--- config.mk ---
export PLATFORM = sky130hd
export DESIGN_NAME = audio_arbiter
export DESIGN_NICKNAME = d
export VERILOG_FILES = /design/src/rtl/audio_pkg.sv /design/src/rtl/audio_timer.sv /design/src/rtl/audio_arbiter.sv
export SDC_FILE = /design/constraint.sdc
export NUM_CORES = 1
export LEC_CHECK = 0
export CORE_MARGIN = 2
export CORE_UTILIZATION = 46
export CTS_CLUSTER_SIZE = 10
export DETAILED_ROUTE_END_ITERATION = 7
export RECOVER_POWER = 50
export SYNTH_ARGS = -nofsm -noshare
export SYNTH_HDL_FRONTEND = slang
export SYNTH_SLANG_ARGS = --single-unit
export TNS_END_PERCENT = 50
--- constraint.sdc ---
create_clock -name clk -period 4.6 [get_ports clk]
set_input_delay 0.46 -clock clk [delete_from_list [all_inputs] [get_ports clk]]
set_output_delay 0.46 -clock clk [all_outputs]
set_load 0.02 [all_outputs]
--- src/rtl/audio_pkg.sv ---
// Shared definitions for the sound generators and the speaker arbiter:
// state encoding, default sound durations at 50 MHz, and a small helper.
package audio_pkg;

  typedef enum logic [1:0] {
    ST_IDLE   = 2'd0,
    ST_ENGINE = 2'd1,
    ST_CRASH  = 2'd2,
    ST_OVER   = 2'd3
  } state_t;

  localparam int unsigned CRASH_CYCLES_DEF = 25_000_000;
  localparam int unsigned OVER_CYCLES_DEF  = 200_000_000;

  function automatic int unsigned max_u(input int unsigned a, input int unsigned b);
    return (a > b) ? a : b;
  endfunction

endpackage

--- src/rtl/audio_timer.sv ---
// Loadable down-counter shared by the timed sounds; expire is a registered
// flag that is high exactly while the count equals 1.
module audio_timer #(
  parameter int unsigned W = 8
) (
  input  logic         clk,
  input  logic         rst,
  input  logic         load,
  input  logic [W-1:0] load_val,
  input  logic         en,
  output logic         expire
);

  logic [W-1:0] count;
  logic [W-1:0] count_next;

  always_comb begin
    count_next = count;
    if (load) begin
      count_next = load_val;
    end else if (en && (count != '0)) begin
      count_next = count - W'(1);
    end
  end

  always_ff @(posedge clk) begin
    if (rst) begin
      count  <= '0;
      expire <= 1'b0;
    end else begin
      count  <= count_next;
      expire <= (count_next == W'(1));
    end
  end

endmodule

--- src/rtl/audio_arbiter.sv ---
// Selects which sound generator drives the speaker (game-over > crash > engine)
// with timed crash/game-over playback. Optional volume gating: AUDIO_ARB_VOLUME_EN.
module audio_arbiter
  import audio_pkg::*;
#(
  parameter int unsigned CRASH_CYCLES = CRASH_CYCLES_DEF,
  parameter int unsigned OVER_CYCLES  = OVER_CYCLES_DEF
) (
  input  logic       clk,
  input  logic       rst,
  input  logic       engine_en,
  input  logic       crash_trig,
  input  logic       game_over,
  input  logic       mute,
  input  logic       engine_pwm,
  input  logic       crash_pwm,
  input  logic       gameover_pwm,
`ifdef AUDIO_ARB_VOLUME_EN
  input  logic [2:0] vol,
`endif
  output logic       spk,
  output logic [1:0] state,
  output logic       busy
);

  localparam int unsigned TW = $clog2(max_u(CRASH_CYCLES, OVER_CYCLES) + 1);

  state_t        cur;
  state_t        nxt;
  logic          over_done;
  logic          done_nxt;
  logic          load;
  logic          en;
  logic [TW-1:0] load_val;
  logic          expire;
  logic          src;
  logic          gate;

  audio_timer #(
    .W(TW)
  ) u_timer (
    .clk     (clk),
    .rst     (rst),
    .load    (load),
    .load_val(load_val),
    .en      (en),
    .expire  (expire)
  );

  // Timer controls and next state share one decision tree so reload/decrement
  // always agree with the transition taken.
  always_comb begin
    nxt      = cur;
    done_nxt = over_done;
    load     = 1'b0;
    load_val = '0;
    en       = 1'b0;
    unique case (cur)
      ST_IDLE, ST_ENGINE: begin
        if (game_over) begin
          nxt      = ST_OVER;
          done_nxt = 1'b0;
          load     = 1'b1;
          load_val = TW'(OVER_CYCLES);
        end else if (crash_trig) begin
          nxt      = ST_CRASH;
          load     = 1'b1;
          load_val = TW'(CRASH_CYCLES);
        end else begin
          nxt = engine_en ? ST_ENGINE : ST_IDLE;
        end
      end
      ST_CRASH: begin
        if (game_over) begin
          nxt      = ST_OVER;
          done_nxt = 1'b0;
          load     = 1'b1;
          load_val = TW'(OVER_CYCLES);
        end else if (crash_trig) begin
          load     = 1'b1;
          load_val = TW'(CRASH_CYCLES);
        end else if (expire) begin
          nxt = engine_en ? ST_ENGINE : ST_IDLE;
        end else begin
          en = 1'b1;
        end
      end
      ST_OVER: begin
        if (!game_over) begin
          nxt      = ST_IDLE;
          done_nxt = 1'b0;
        end else if (!over_done) begin
          if (expire) begin
            done_nxt = 1'b1;
          end else begin
            en = 1'b1;
          end
        end
      end
    endcase
  end

  always_comb begin
    src = 1'b0;
    unique case (cur)
      ST_IDLE:   src = 1'b0;
      ST_ENGINE: src = engine_pwm;
      ST_CRASH:  src = crash_pwm;
      ST_OVER:   src = gameover_pwm & ~over_done;
    endcase
  end

`ifdef AUDIO_ARB_VOLUME_EN
  logic [2:0] phase;

  always_ff @(posedge clk) begin
    if (rst) begin
      phase <= '0;
    end else begin
      phase <= phase + 3'd1;
    end
  end

  assign gate = ~mute & (phase < vol);
`else
  assign gate = ~mute;
`endif

  always_ff @(posedge clk) begin
    if (rst) begin
      cur       <= ST_IDLE;
      over_done <= 1'b0;
      spk       <= 1'b0;
      busy      <= 1'b0;
    end else begin
      cur       <= nxt;
      over_done <= done_nxt;
      spk       <= src & gate;
      busy      <= (nxt == ST_CRASH) | ((nxt == ST_OVER) & ~done_nxt);
    end
  end

  assign state = cur;

endmodule

==> results of run 1 <==
## through the flow
step | power, mW | area [µm²] | instances | utilization [%] | hold WS, ns
2_1_floorplan | 0.442 | 2050 | 255 | - | 0.509
3_3_place_gp | 0.487 | 2230 | 313 | 51.5 | 0.532
3_5_place_dp | 0.487 | 2230 | 313 | 51.5 | 0.535
4_1_cts | 0.704 | 2310 | 319 | 53.4 | 0.544
5_1_grt | 0.727 | 2270 | 319 | 52.4 | 0.609
6_report | 0.691 | 2270 | 319 | 52.4 | 0.543
## cell usage after synthesis, types with 2 or more instances
| master | number | area [µm²] |
|---|---|---|
| a31o_2 | 3 | 26.3 |
| ha_1 | 2 | 25.0 |
| a211oi_1 | 4 | 30.0 |
| nand2b_1 | 2 | 12.5 |
| nor2b_1 | 3 | 18.8 |
| nor4_1 | 8 | 50.1 |
| dfxtp_1 | 34 | 681 |
| a21oi_1 | 23 | 115 |
| and3_1 | 2 | 12.5 |
| nor2_1 | 40 | 150 |
| clkbuf_1 | 8 | 30.0 |
| nor3_1 | 12 | 60.1 |
| nor4b_1 | 2 | 17.5 |
| nand2_1 | 11 | 41.3 |
| xnor2_1 | 8 | 70.1 |
| o31a_1 | 6 | 52.6 |
| or4_4 | 3 | 33.8 |
| or2_2 | 2 | 12.5 |
| nand4b_1 | 2 | 17.5 |
| a31oi_1 | 3 | 18.8 |
| o21a_1 | 3 | 22.5 |
| inv_1 | 8 | 30.0 |
| nand3b_1 | 4 | 30.0 |
| o21ai_0 | 9 | 45.0 |
| nor4_4 | 2 | 42.5 |
| xor2_1 | 8 | 70.1 |
| or3_1 | 7 | 43.8 |
| or4_1 | 4 | 30.0 |
| nand3_1 | 2 | 10.0 |
| nand4_1 | 8 | 50.1 |
## state kept, by name (all words and copies together), names as in the netlist
signal	count
busy	1
over_done	1
spk	1
state	2
u_timer.count	28
u_timer.expire	1
## power by group through the flow
stage          combinational, mW  sequential (mW)  clock [mW]
6_report                   0.145            0.331       0.215
5_1_grt                    0.163            0.333       0.231
4_1_cts                    0.151            0.331       0.222
3_5_place_dp               0.149            0.338           0
3_3_place_gp               0.149            0.337           0
2_1_floorplan              0.109            0.333           0
## per-layer routing
metal / GRT usage (%) / share of wire, %
met5: 0 / 0
met4: 6.50 / 0.73
met3: 4.27 / 4.7
met2: 36.0 / 45
met1: 31.3 / 49
## path summary, 6_finish.rpt
| kind | from | endpoint | slack, ns | depth (start not counted) |
|---|---|---|---|---|
| setup / recovery | u_timer.count[19] | u_timer.expire | 0.93 | 7 |
| hold / removal | u_timer.count[1] | u_timer.count[1] | 0.54 | 2 |
| setup reg to reg | u_timer.count[19] | u_timer.expire | 0.93 | 7 |
| hold reg to reg | u_timer.count[1] | u_timer.count[1] | 0.54 | 2 |
## area by class of cell
class | count | area [µm²] | area share (%)
Multi-Input combinational cell | 202 | 1260 | 55.5
Sequential cell | 34 | 681 | 30.0
Timing Repair Buffer | 17 | 150 | 6.62
Clock buffer | 6 | 82.6 | 3.64
Tap cell | 52 | 65.1 | 2.87
Inverter | 8 | 30.0 | 1.32
## cells by family (layout without fill, tap and decap cells)
logic type	count (synthesis)	after routing	synth area share [%]
buffers and inverters	19	31	3.90
adders and majority gates	2	2	1.22
muxes	1	1	0.488
xor gates and xnor gates	16	16	6.83
and+or+nand+nor	119	119	33.2
DFF	34	34	33.2
AOI/OAI and AO/OA	64	64	21.2
## worst max-delay path, delay by kind of cell, from the launching register on
kind	cells	cell delay, ns
and+or+nand+nor	5	2.58
DFF	1	0.36
AOI/OAI and AO/OA	1	0.50
xor gates and xnor gates	1	0.15
==> flow_summary.json, run 1 <==
{
  "status": "finished clean",
  "syn_inst": 255,
  "synth-seq-area-share_pct": 33.2,
  "finalHoldViolCount": 0,
  "mostFrequentLayoutCell": "nor2_1",
  "grt_pass1_wl_mm": 8.89,
  "netSwitchingFraction_pct": 29.9,
  "num_rows": 24,
  "clock_path_buffers": 2,
  "crit_chain": "or4_1 > nor4_1 > a31oi_1 > and2_4 > xor2_1 > or4_4 > nor4_2",
  "io-pin-count": 13,
  "postSynth.asyncResetShare_pct": 0,
  "finalCritPeriodShare_pct": 79.8,
  "n_fill_cell": 429,
  "p_switching_mw": 0.207,
  "critPathKind": "flop to flop",
  "drt_wl_total_mm": 5.35,
  "fp.dieH_um": 70.8,
  "syn_area_per_cell_um2": 8.05,
  "cts_setup_buffers": 0,
  "vias_per_cell": 6.04,
  "die_area_um2": 5010,
  "tritoncts": "yes",
  "dp_hpwl_mm": 3.90,
  "cp-start-kind": "flop",
  "grt.overflow.total": 0,
  "ant_nets": 0,
  "p_clk_share_pct": 31.1,
  "synthToLayoutAreaGrowth_pct": 10.4,
  "antenna_found_initial": 0,
  "synth_edf_count": 0,
  "max_stage_delay_ns": 0.86,
  "final_cell_mix": "nor2_1 (40), dfxtp_1 (34), a21oi_1 (23)",
  "insertedDiodeCount": 0,
  "synthFlopType": "dfxtp_1",
  "ys_ff_latch": 34,
  "dr_total_vias": 1926,
  "start_util_pct": 47.5,
  "setup_viol": 0,
  "grt_usage_pct": 22.6,
  "crit_path_end_kind": "flop",
  "nets": 279,
  "core_area_um2": 4320,
  "syn_nets": 266,
  "leakage_nw": 0.816,
  "drive_gt1_share_pct": 8.24,
  "max_freq_mhz": 273,
  "clk_pin_slew_ns": 0.07,
  "cap_violations": 0,
  "worst_slew_pin_slew_ns": 1.12,
  "drc_errors": 0,
  "setup_tns_ns": 0,
  "wl_per_cell_um": 16.8,
  "synth.cell_area_um2": 2050,
  "grt_pass1_vias": 1815,
  "timing.final.max_slew_violations": 0,
  "critPathMaxFanout": 10,
  "required_ns": 4.80,
  "clk_latency_ns": 0.28,
  "p_int_mw": 0.484,
  "worst_ep_arrival_time_ns": 3.87,
  "cts-root-buf": "clkbuf_8",
  "cts_buffers": 5,
  "die_w_um": 70.8,
  "worst_slack_ns": 0.931,
  "gp_congestion": 0.851,
  "grt_setup_unrepaired": "false",
  "cts_hold_buf": 0,
  "slew_headroom_pct": 25.6,
  "crit_slowest_cell": "nor4_1",
  "ys_types": 52,
  "vdd_drop_max_v": 0.000150,
  "drtIter0Drc": 189,
  "port_buffers": 12,
  "yosysWarnings": 0,
  "comb_power_share_pct": 21.1,
  "pre_cts_slack_ns": 1.26,
  "final.setup_skew_ns": 0.00406,
  "cts_resized": 0,
  "grt_max_degree": 25,
  "hold_class": "flop to flop",
  "first_pass_iters": 4,
  "period_needed_ns": 3.67,
  "clkSinkCount": 34,
  "h-tree-depth": 2,
  "power_frac_seq_pct": 47.8,
  "p_per_area_nw_per_um2": 305
}
(Power assumes the default switching activity.)
==> run 2, diff against run 1 <==
clock period = 3.45 ns   (was 4.6 ns; I/O delays follow)
==> flow_summary.json, run 2 (synthesis gave the netlist of run 1 again) <==
{
  "crit_slowest_cell": "or4_4",
  "max_stage_delay_ns": 0.60,
  "clkSinkCount": 34,
  "wl_met2_mm": 2.30,
  "grt.overflow.total": 0,
  "ant_nets": 0,
  "critPathKind": "flop to flop",
  "clock_path_buffers": 2,
  "largest_reg_flops": 28,
  "num_rows": 24,
  "cts_setup_buffers": 0,
  "grt_setup_unrepaired": "false",
  "grt_pass1_vias": 1798,
  "tritoncts": "yes",
  "h-tree-depth": 2,
  "slew_headroom_pct": 41.0,
  "final_area_um2": 2330,
  "top_layer_used": "met4",
  "vdd_drop_max_v": 0.000264,
  "setup_tns_ns": 0,
  "clk_latency_ns": 0.30,
  "insertedDiodeCount": 0,
  "crit_buf_inv": 1,
  "timing.final.max_slew_violations": 0,
  "place_inst": 316,
  "dp_hpwl_mm": 3.82,
  "final.setup_skew_ns": 0.00730,
  "n_fill_cell": 429,
  "drc_errors": 0,
  "finalCritPeriodShare_pct": 91.1,
  "status": "finished clean",
  "cts_buffers": 5,
  "synthToLayoutAreaGrowth_pct": 13.7,
  "regMostFlops": "u_timer.count",
  "drtIter0Drc": 179,
  "crit_top_cell": "or4_4",
  "vias_per_cell": 5.97,
  "hold_class": "flop to flop",
  "period_needed_ns": 3.14,
  "core_area_um2": 4320,
  "gp_congestion": 0.872,
  "critPathMaxFanout": 12,
  "wl_met3_um": 253,
  "drive_gt1_share_pct": 10.7,
  "setup_viol": 0,
  "crit_chain": "or4_4 > nor4_4 > a31o_2 > clkbuf_1 > o31a_1 > o22ai_1 > or4_4 > nor4_2",
  "die_w_um": 70.8,
  "port_buffers": 12,
  "dr_total_vias": 1935,
  "place_area_um2": 2250,
  "p_per_area_nw_per_um2": 433,
  "grt_pass1_wl_mm": 8.90,
  "critPathTopFamily": "simple AND/OR/NAND/NOR gates",
  "worst_ep_arrival_time_ns": 3.35,
  "die_area_um2": 5010,
  "fp.dieH_um": 70.8,
  "leakage_nw": 0.849,
  "met1_length_mm": 2.58,
  "max_freq_mhz": 318,
  "first_pass_iters": 4,
  "final_cell_mix": "nor2_1 (40), dfxtp_1 (34), a21oi_1 (23)",
  "crit_path_end_kind": "flop",
  "antenna_found_initial": 0,
  "grt_max_degree": 25,
  "drt_wl_total_mm": 5.26,
  "cts_resized": 0,
  "finalHoldViolCount": 0,
  "cap_violations": 0,
  "cp-start-kind": "flop",
  "io-pin-count": 13,
  "grt_usage_pct": 22.9,
  "worst_slew_pin_slew_ns": 0.881,
  "final_cells": 324,
  "start_util_pct": 47.5,
  "required_ns": 3.66,
  "cts_hold_buf": 0,
  "cts-root-buf": "clkbuf_8",
  "clk_pin_slew_ns": 0.07,
  "mostFrequentLayoutCell": "nor2_1",
  "wl_per_cell_um": 16.2,
  "nets": 282
}
## run 2: worst reg2reg max path: cells and delay by family (launching register included)
kind            cells  cell delay, ns
simple gates        4            1.79
buf+inv             1            0.39
flops               1            0.36
compound gates      3            0.52
## run 2: final timing paths
check / start / end / slack (ns) / cells past startpoint
min: u_timer.count[1] / u_timer.count[1] / 0.55 / 2
max reg2reg: u_timer.count[19] / u_timer.expire / 0.31 / 8
min reg2reg: u_timer.count[1] / u_timer.count[1] / 0.55 / 2
max: u_timer.count[19] / u_timer.expire / 0.31 / 8
## run 2: power breakdown
group	total, mW	switching (mW)	internal (mW)
clock	0.367	0.154	0.213
combinational	0.204	0.120	0.0840
sequential	0.439	0.0264	0.413
## run 2: per-layer routing
metal  global-route usage [%]  vias up
met3                     4.56        9
met4                     10.3        0
met1                     32.1      888
met5                        0        -
met2                     34.0       56
li1                         -      982
## run 2: through the flow
stage               power [mW]  hold slack (ns)  util, %  setup slack (ns)
global route              1.06            0.587     54.0             0.146
finish                    1.01            0.549     54.0             0.309
detailed placement       0.653            0.535     52.0             0.223
CTS                       1.02            0.545     54.5             0.428
floorplan                0.590            0.418        -             0.638
global placement         0.654            0.532     52.0             0.412
## run 2: cell type report
type                    count  area [µm²]  area share (%)
clock inverters             3        40.0            1.71
well taps                  52        65.1            2.79
flip-flops and latches     34         681            29.2
repair buffers             20         173            7.40
inverters                   8        30.0            1.29
multi-input cells         202        1280            54.7
clock buffers               5        68.8            2.95
